`src/rtl/fibo_pkg.sv`:
```
// Shared types and defaults for the Fibonacci engine: state encoding, default widths,
// and the saturation helper used when FIBO_SATURATE_EN is defined.
package fibo_pkg;

  localparam int FIBO_WIDTH = 16;
  localparam int FIBO_IDX_W = 5;
  // Widest datapath the saturation helper handles; WIDTH must not exceed it.
  localparam int FIBO_MAX_W = 64;

  typedef enum logic [1:0] {
    IDLE = 2'd0,
    CALC = 2'd1,
    DONE = 2'd2
  } fibo_state_e;

  // Callers truncate the result to their own width, so all-ones survives as all-ones.
  function automatic logic [FIBO_MAX_W-1:0] fibo_saturate(
    input logic [FIBO_MAX_W-1:0] value,
    input logic                  ovf
  );
    return ovf ? {FIBO_MAX_W{1'b1}} : value;
  endfunction

endpackage

```
`src/rtl/fibonacci_engine_if.sv`:
```
// Start/done handshake between a controller (master) and the Fibonacci engine (slave).
// The engine samples start only while idle; results stay valid until the next done.
interface fibonacci_engine_if #(
  parameter int WIDTH = 16,
  parameter int IDX_W = 5
);

  logic             start;
  logic [IDX_W-1:0] n_in;
  logic             busy;
  logic             done;
  logic [WIDTH-1:0] fibo_out;
  logic             overflow;

  modport master (
    output start, n_in,
    input  busy, done, fibo_out, overflow
  );

  modport slave (
    input  start, n_in,
    output busy, done, fibo_out, overflow
  );

endinterface

```
`src/rtl/fibo_datapath.sv`:
```
// Two-term Fibonacci iterator with exact overflow tracking and a down-counting index.
// One term per step; load and step come from the controlling FSM, no backpressure.
module fibo_datapath
  import fibo_pkg::*;
#(
  parameter int WIDTH = FIBO_WIDTH,
  parameter int IDX_W = FIBO_IDX_W
) (
  input  logic             clk,
  input  logic             reset_n,
  input  logic             load,
  input  logic             step,
  input  logic [IDX_W-1:0] n_in,
  output logic [WIDTH-1:0] a_val,
  output logic             a_ovf,
  output logic             cnt_zero
);

  logic [WIDTH-1:0] a_q, a_d, b_q, b_d;
  logic             a_ovf_q, a_ovf_d, b_ovf_q, b_ovf_d;
  logic [IDX_W-1:0] cnt_q, cnt_d;
  logic [WIDTH:0]   sum;

  assign sum = {1'b0, a_q} + {1'b0, b_q};

  always_comb begin
    a_d     = a_q;
    b_d     = b_q;
    a_ovf_d = a_ovf_q;
    b_ovf_d = b_ovf_q;
    cnt_d   = cnt_q;
    if (load) begin
      a_d     = '0;
      b_d     = WIDTH'(1);
      a_ovf_d = 1'b0;
      b_ovf_d = 1'b0;
      cnt_d   = n_in;
    end else if (step) begin
      // b runs one term ahead, so its overflow reaches a only when that term shifts down.
      a_d     = b_q;
      b_d     = sum[WIDTH-1:0];
      a_ovf_d = b_ovf_q;
      b_ovf_d = a_ovf_q | b_ovf_q | sum[WIDTH];
      cnt_d   = cnt_q - IDX_W'(1);
    end
  end

  always_ff @(posedge clk or negedge reset_n) begin
    if (!reset_n) begin
      a_q     <= '0;
      b_q     <= '0;
      a_ovf_q <= 1'b0;
      b_ovf_q <= 1'b0;
      cnt_q   <= '0;
    end else begin
      a_q     <= a_d;
      b_q     <= b_d;
      a_ovf_q <= a_ovf_d;
      b_ovf_q <= b_ovf_d;
      cnt_q   <= cnt_d;
    end
  end

  assign a_val    = a_q;
  assign a_ovf    = a_ovf_q;
  assign cnt_zero = (cnt_q == '0);

endmodule

```
`src/rtl/fibonacci_engine.sv`:
```
// Handshaked F(n) generator: done pulses n+1 cycles after start is accepted; start is ignored while busy.
// FIBO_SATURATE_EN: clamp fibo_out to all ones when the result overflows WIDTH bits.
module fibonacci_engine
  import fibo_pkg::*;
#(
  parameter int WIDTH = FIBO_WIDTH,
  parameter int IDX_W = FIBO_IDX_W
) (
  input  logic             clk,
  input  logic             reset_n,
  fibonacci_engine_if.slave bus
);

  fibo_state_e      state_q, state_d;
  logic             busy_q, busy_d;
  logic             done_q, done_d;
  logic [WIDTH-1:0] fibo_out_q, fibo_out_d;
  logic             overflow_q, overflow_d;

  logic             load, step;
  logic [WIDTH-1:0] dp_a;
  logic             dp_a_ovf;
  logic             cnt_zero;
  logic [WIDTH-1:0] result;

  fibo_datapath #(
    .WIDTH (WIDTH),
    .IDX_W (IDX_W)
  ) u_datapath (
    .clk      (clk),
    .reset_n  (reset_n),
    .load     (load),
    .step     (step),
    .n_in     (bus.n_in),
    .a_val    (dp_a),
    .a_ovf    (dp_a_ovf),
    .cnt_zero (cnt_zero)
  );

`ifdef FIBO_SATURATE_EN
  assign result = WIDTH'(fibo_saturate(FIBO_MAX_W'(dp_a), dp_a_ovf));
`else
  assign result = dp_a;
`endif

  always_comb begin
    state_d    = state_q;
    busy_d     = busy_q;
    done_d     = 1'b0;
    fibo_out_d = fibo_out_q;
    overflow_d = overflow_q;
    load       = 1'b0;
    step       = 1'b0;
    case (state_q)
      IDLE: begin
        if (bus.start) begin
          load    = 1'b1;
          busy_d  = 1'b1;
          state_d = CALC;
        end
      end
      CALC: begin
        if (cnt_zero) begin
          fibo_out_d = result;
          overflow_d = dp_a_ovf;
          done_d     = 1'b1;
          state_d    = DONE;
        end else begin
          step = 1'b1;
        end
      end
      DONE: begin
        busy_d  = 1'b0;
        state_d = IDLE;
      end
      default: begin
        busy_d  = 1'b0;
        state_d = IDLE;
      end
    endcase
  end

  always_ff @(posedge clk or negedge reset_n) begin
    if (!reset_n) begin
      state_q    <= IDLE;
      busy_q     <= 1'b0;
      done_q     <= 1'b0;
      fibo_out_q <= '0;
      overflow_q <= 1'b0;
    end else begin
      state_q    <= state_d;
      busy_q     <= busy_d;
      done_q     <= done_d;
      fibo_out_q <= fibo_out_d;
      overflow_q <= overflow_d;
    end
  end

  assign bus.busy     = busy_q;
  assign bus.done     = done_q;
  assign bus.fibo_out = fibo_out_q;
  assign bus.overflow = overflow_q;

endmodule

```
`src/flat_wrapper.sv`:
```
// flat-port wrapper written by rule: the top's interface ports become plain ports
module fibonacci_engine_flat import fibo_pkg::*;
#(
  parameter int WIDTH = FIBO_WIDTH,
  parameter int IDX_W = FIBO_IDX_W
)
  (clk, reset_n, bus_start, bus_n_in, bus_busy, bus_done, bus_fibo_out, bus_overflow);
  fibonacci_engine_if #(.WIDTH(WIDTH), .IDX_W(IDX_W)) bus_i ();
  input  logic clk;
  input  logic reset_n;
  input wire logic [$bits(bus_i.start)-1:0] bus_start;
  input wire logic [$bits(bus_i.n_in)-1:0] bus_n_in;
  output wire logic [$bits(bus_i.busy)-1:0] bus_busy;
  output wire logic [$bits(bus_i.done)-1:0] bus_done;
  output wire logic [$bits(bus_i.fibo_out)-1:0] bus_fibo_out;
  output wire logic [$bits(bus_i.overflow)-1:0] bus_overflow;
  assign bus_i.start = bus_start;
  assign bus_i.n_in = bus_n_in;
  assign bus_busy = bus_i.busy;
  assign bus_done = bus_i.done;
  assign bus_fibo_out = bus_i.fibo_out;
  assign bus_overflow = bus_i.overflow;
  fibonacci_engine #(.WIDTH(WIDTH), .IDX_W(IDX_W)) u_core (.clk(clk), .reset_n(reset_n), .bus(bus_i));
endmodule
```
`config.mk`:
```
export PLATFORM = sky130hd
export DESIGN_NAME = fibonacci_engine_flat
export DESIGN_NICKNAME = d
export VERILOG_FILES = /design/src/rtl/fibo_pkg.sv /design/src/rtl/fibonacci_engine_if.sv /design/src/rtl/fibo_datapath.sv /design/src/rtl/fibonacci_engine.sv /design/src/flat_wrapper.sv
export SDC_FILE = /design/constraint.sdc
export NUM_CORES = 1
export LEC_CHECK = 0
export ABC_AREA = 1
export CAP_MARGIN = 20
export CORE_AREA = 2 2 92 72
export DETAILED_ROUTE_END_ITERATION = 8
export DIE_AREA = 0 0 94 74
export PLACE_DENSITY = 0.84
export SYNTH_ARGS = -nofsm -noshare
export SYNTH_HDL_FRONTEND = slang
export SYNTH_HIERARCHICAL = 1
export SYNTH_SLANG_ARGS = --single-unit
export TNS_END_PERCENT = 50
```
`constraint.sdc`:
```
create_clock -name clk -period 2.62 [get_ports clk]
set_input_delay 0.786 -clock clk [delete_from_list [all_inputs] [get_ports clk]]
set_output_delay 0.786 -clock clk [all_outputs]
set_load 0.01 [all_outputs]
```
==> run metrics <==
GP Congestion=0.947; number of buffers added for setup after CTS=0; syn_nets=459; Post-DRT Antenna Nets=0; sequential share of the synthesized area=0.429; shortest period the worst path allows=2.21 ns; htree depth=3; max cap viols=0; Post-Syn Instances=432; most frequent cells in the layout=154 x nand2_1, 60 x dfrtp_1, 57 x inv_1, 25 x clkdlybuf4s50_1, 21 x nand3_1; layout cells sized above 1=0.0985; Worst Path Arrival=2.46 ns; Tcrit/Tclk final=0.844; Distinct cells, synth=34; die span in y=74 um; CTS Hold Bufs=0; Syn Std Cell Area=0.00350 mm2; cells along the critical path=inv_1 > ha_1 > nand2_1 > nor2_1 > nor2_1 > inv_1 > nor2_8 > inv_4 > a21oi_1 > o21ai_0 > o21ai_0; Initial Util=0.573; clock-pin slew on the worst setup and hold paths=0.07 ns; Inst Count DP=532; register bit total from synthesis=60; Crit. End Element=flop; worst-margin pin slew=0.514 ns; grt ovf=0; Final Hold Viols=0; final count of pins violating max slew=0; DR iter-0 viols=198; Crit Path Max Fanout=19; post-DP HPWL=5700 um; gr usage total=0.246; Worst Setup Slack, final=0.409 ns; total number of vias=2,994; Buffers on Ports=26; required time of the critical path=2.87 ns; RSZ-0062 raised after global routing=no; relative slew slack=0.657; Placement Setup Slack=0.241 ns; Area growth, synth to finish=12.7%; wire per inst=14.2 um; Power Density=1340 mW/mm2; initial antenna violation count=0; leakage=2.11 nW; syn avg cell area=8.09 um2; status=finished clean; Root Driver=clkbuf_8; Total Wirelength=7770 um; first-pass GRT wire length=13,200 um; final instance count without filler cells=548; Core ar.=0.00610 mm2; largest net degree at the start of global routing=29; CTS tree=built; WL met3=471 um; IO Count=27; max layer used=met4; Startpoint Class=flop; slowest CP cell=dfrtp_1; vias in the first global route=2,801; met2 wire length=3560 um; DRC viols=0; final setup fails=0; Yosys Warn Count=6; row count=25; R2R setup slack=0.41 ns; first-pass iteration count of the detailed router=5; Setup Skew=0.00696 ns; die area=0.00696 mm2; clk sinks=60; Post-CTS Resized=0; Vias per Instance=5.46; cts bufs inserted=9; worst r2r path cells=11; die width=94 um; nets=489; Min-Delay Path Class=primary input to async pin; Max stage delay on crit path=0.35 ns; commonest non-fill, non-tap cell in the layout=nand2_1; Worst Setup Path Type=flop to flop; Placed Area=0.00374 mm2; Max clock buf depth=2; Final Cell Area=0.00394 mm2; ant diodes=0; total negative setup slack=0 ns; met1 wire length=3630 um; Peak Freq=0.452 GHz; Max IR drop VDD=0.000492 V; worst skew pair latency=0.33 ns
[cells by family after synthesis]
family / Yosys count / synth area share
buffers and inverters: 73 / 0.111
AO/OA/AOI/OAI: 52 / 0.103
flip-flops: 60 / 0.429
AND/OR/NAND/NOR: 225 / 0.278
adder cells (fa/ha/maj): 19 / 0.0702
XOR/XNOR: 3 / 0.00752
[synthesized netlist by cell type]
library cell | number | share of area
o21ai_1 | 1 | 0.0014
o211ai_1 | 4 | 0.0086
xor2_1 | 2 | 0.0050
o311ai_1 | 1 | 0.0025
dfrtp_1 | 60 | 0.43
o22ai_2 | 2 | 0.0072
nand2_2 | 1 | 0.0018
nand3_1 | 21 | 0.030
a21oi_1 | 12 | 0.017
nand4_1 | 18 | 0.032
o21ai_2 | 7 | 0.018
inv_4 | 1 | 0.0018
buf_6 | 8 | 0.026
buf_4 | 1 | 0.0021
nand3_4 | 1 | 0.0050
nand3b_1 | 3 | 0.0064
ha_1 | 18 | 0.064
fa_1 | 1 | 0.0057
nor2_8 | 1 | 0.0057
nor3_1 | 7 | 0.010
nand2_1 | 154 | 0.17
nor2_2 | 1 | 0.0018
buf_12 | 1 | 0.0057
o21ai_0 | 14 | 0.020
o22ai_1 | 2 | 0.0036
or2_1 | 1 | 0.0018
inv_1 | 57 | 0.061
a21boi_0 | 1 | 0.0021
clkbuf_8 | 1 | 0.0039
a22o_2 | 8 | 0.023
xnor2_1 | 1 | 0.0025
nor2_1 | 17 | 0.018
buf_8 | 2 | 0.0086
inv_2 | 2 | 0.0021
[worst paths after layout]
kind                                          endpoint                  startpoint
setup reg to reg              u_core/u_datapath/b_q[5]  u_core/u_datapath/cnt_q[0]
setup / recovery              u_core/u_datapath/b_q[5]  u_core/u_datapath/cnt_q[0]
hold reg to reg                 u_core/bus.fibo_out[9]      u_core/bus.fibo_out[9]
hold / removal                  u_core/bus.fibo_out[3]                     reset_n
max in group asynchronous  u_core/u_datapath/a_val[11]                     reset_n
min in group clk                u_core/bus.fibo_out[9]      u_core/bus.fibo_out[9]
[metal layers]
metal | up-vias | track usage
met3 | 9 | 0.0446
met5 | - | 0
met2 | 102 | 0.402
met4 | 0 | 0.0902
met1 | 1424 | 0.334
li1 | 1459 | -
[power by group]
part,total (W),switching (W),internal [W]
logic,0.00279,0.00172,0.00108
clock network,0.000830,0.000343,0.000488
registers,0.00164,0.000299,0.00134
[final cells by class]
| class | instances | area, um2 |
|---|---|---|
| well taps | 81 | 101 |
| repair buffers | 32 | 300 |
| inverters | 60 | 228 |
| clock inverters | 4 | 47.5 |
| flip-flops and latches | 60 | 1500 |
| clock buffers | 12 | 155 |
| fillers | 509 | 2160 |
| multi-input cells | 299 | 1610 |
[stage by stage]
stage	total power (W)	hold WS [ns]	utilization
finish	0.00526	0.419	0.646
global route	0.00571	0.447	0.646
CTS	0.00524	0.422	0.646
detailed placement	0.00437	0.457	0.613
global placement	0.00423	0.455	0.613
floorplan	0.00371	0.468	-
[worst max-delay path, delay by kind of cell (launching register included)]
| kind | cells | cell delay (ns) |
|---|---|---|
| AO/OA/AOI/OAI | 3 | 0.33 |
| flip-flops | 1 | 0.35 |
| adder cells (fa/ha/maj) | 1 | 0.21 |
| buffers and inverters | 3 | 0.47 |
| AND/OR/NAND/NOR | 4 | 0.76 |
[state kept, by name, indices dropped and copies added (netlist names)]
| signal | flops |
|---|---|
| u_core/u_datapath/cnt_q | 5 |
| u_core/u_datapath/a_ovf | 1 |
| u_core/bus.overflow | 1 |
| u_core/u_datapath/b_ovf_q | 1 |
| u_core/bus.done | 1 |
| u_core/u_datapath/b_q | 16 |
| u_core/u_datapath/a_val | 16 |
| u_core/bus.fibo_out | 16 |
| u_core/state_q | 2 |
| u_core/bus.busy | 1 |
(Power assumes the default switching activity.)
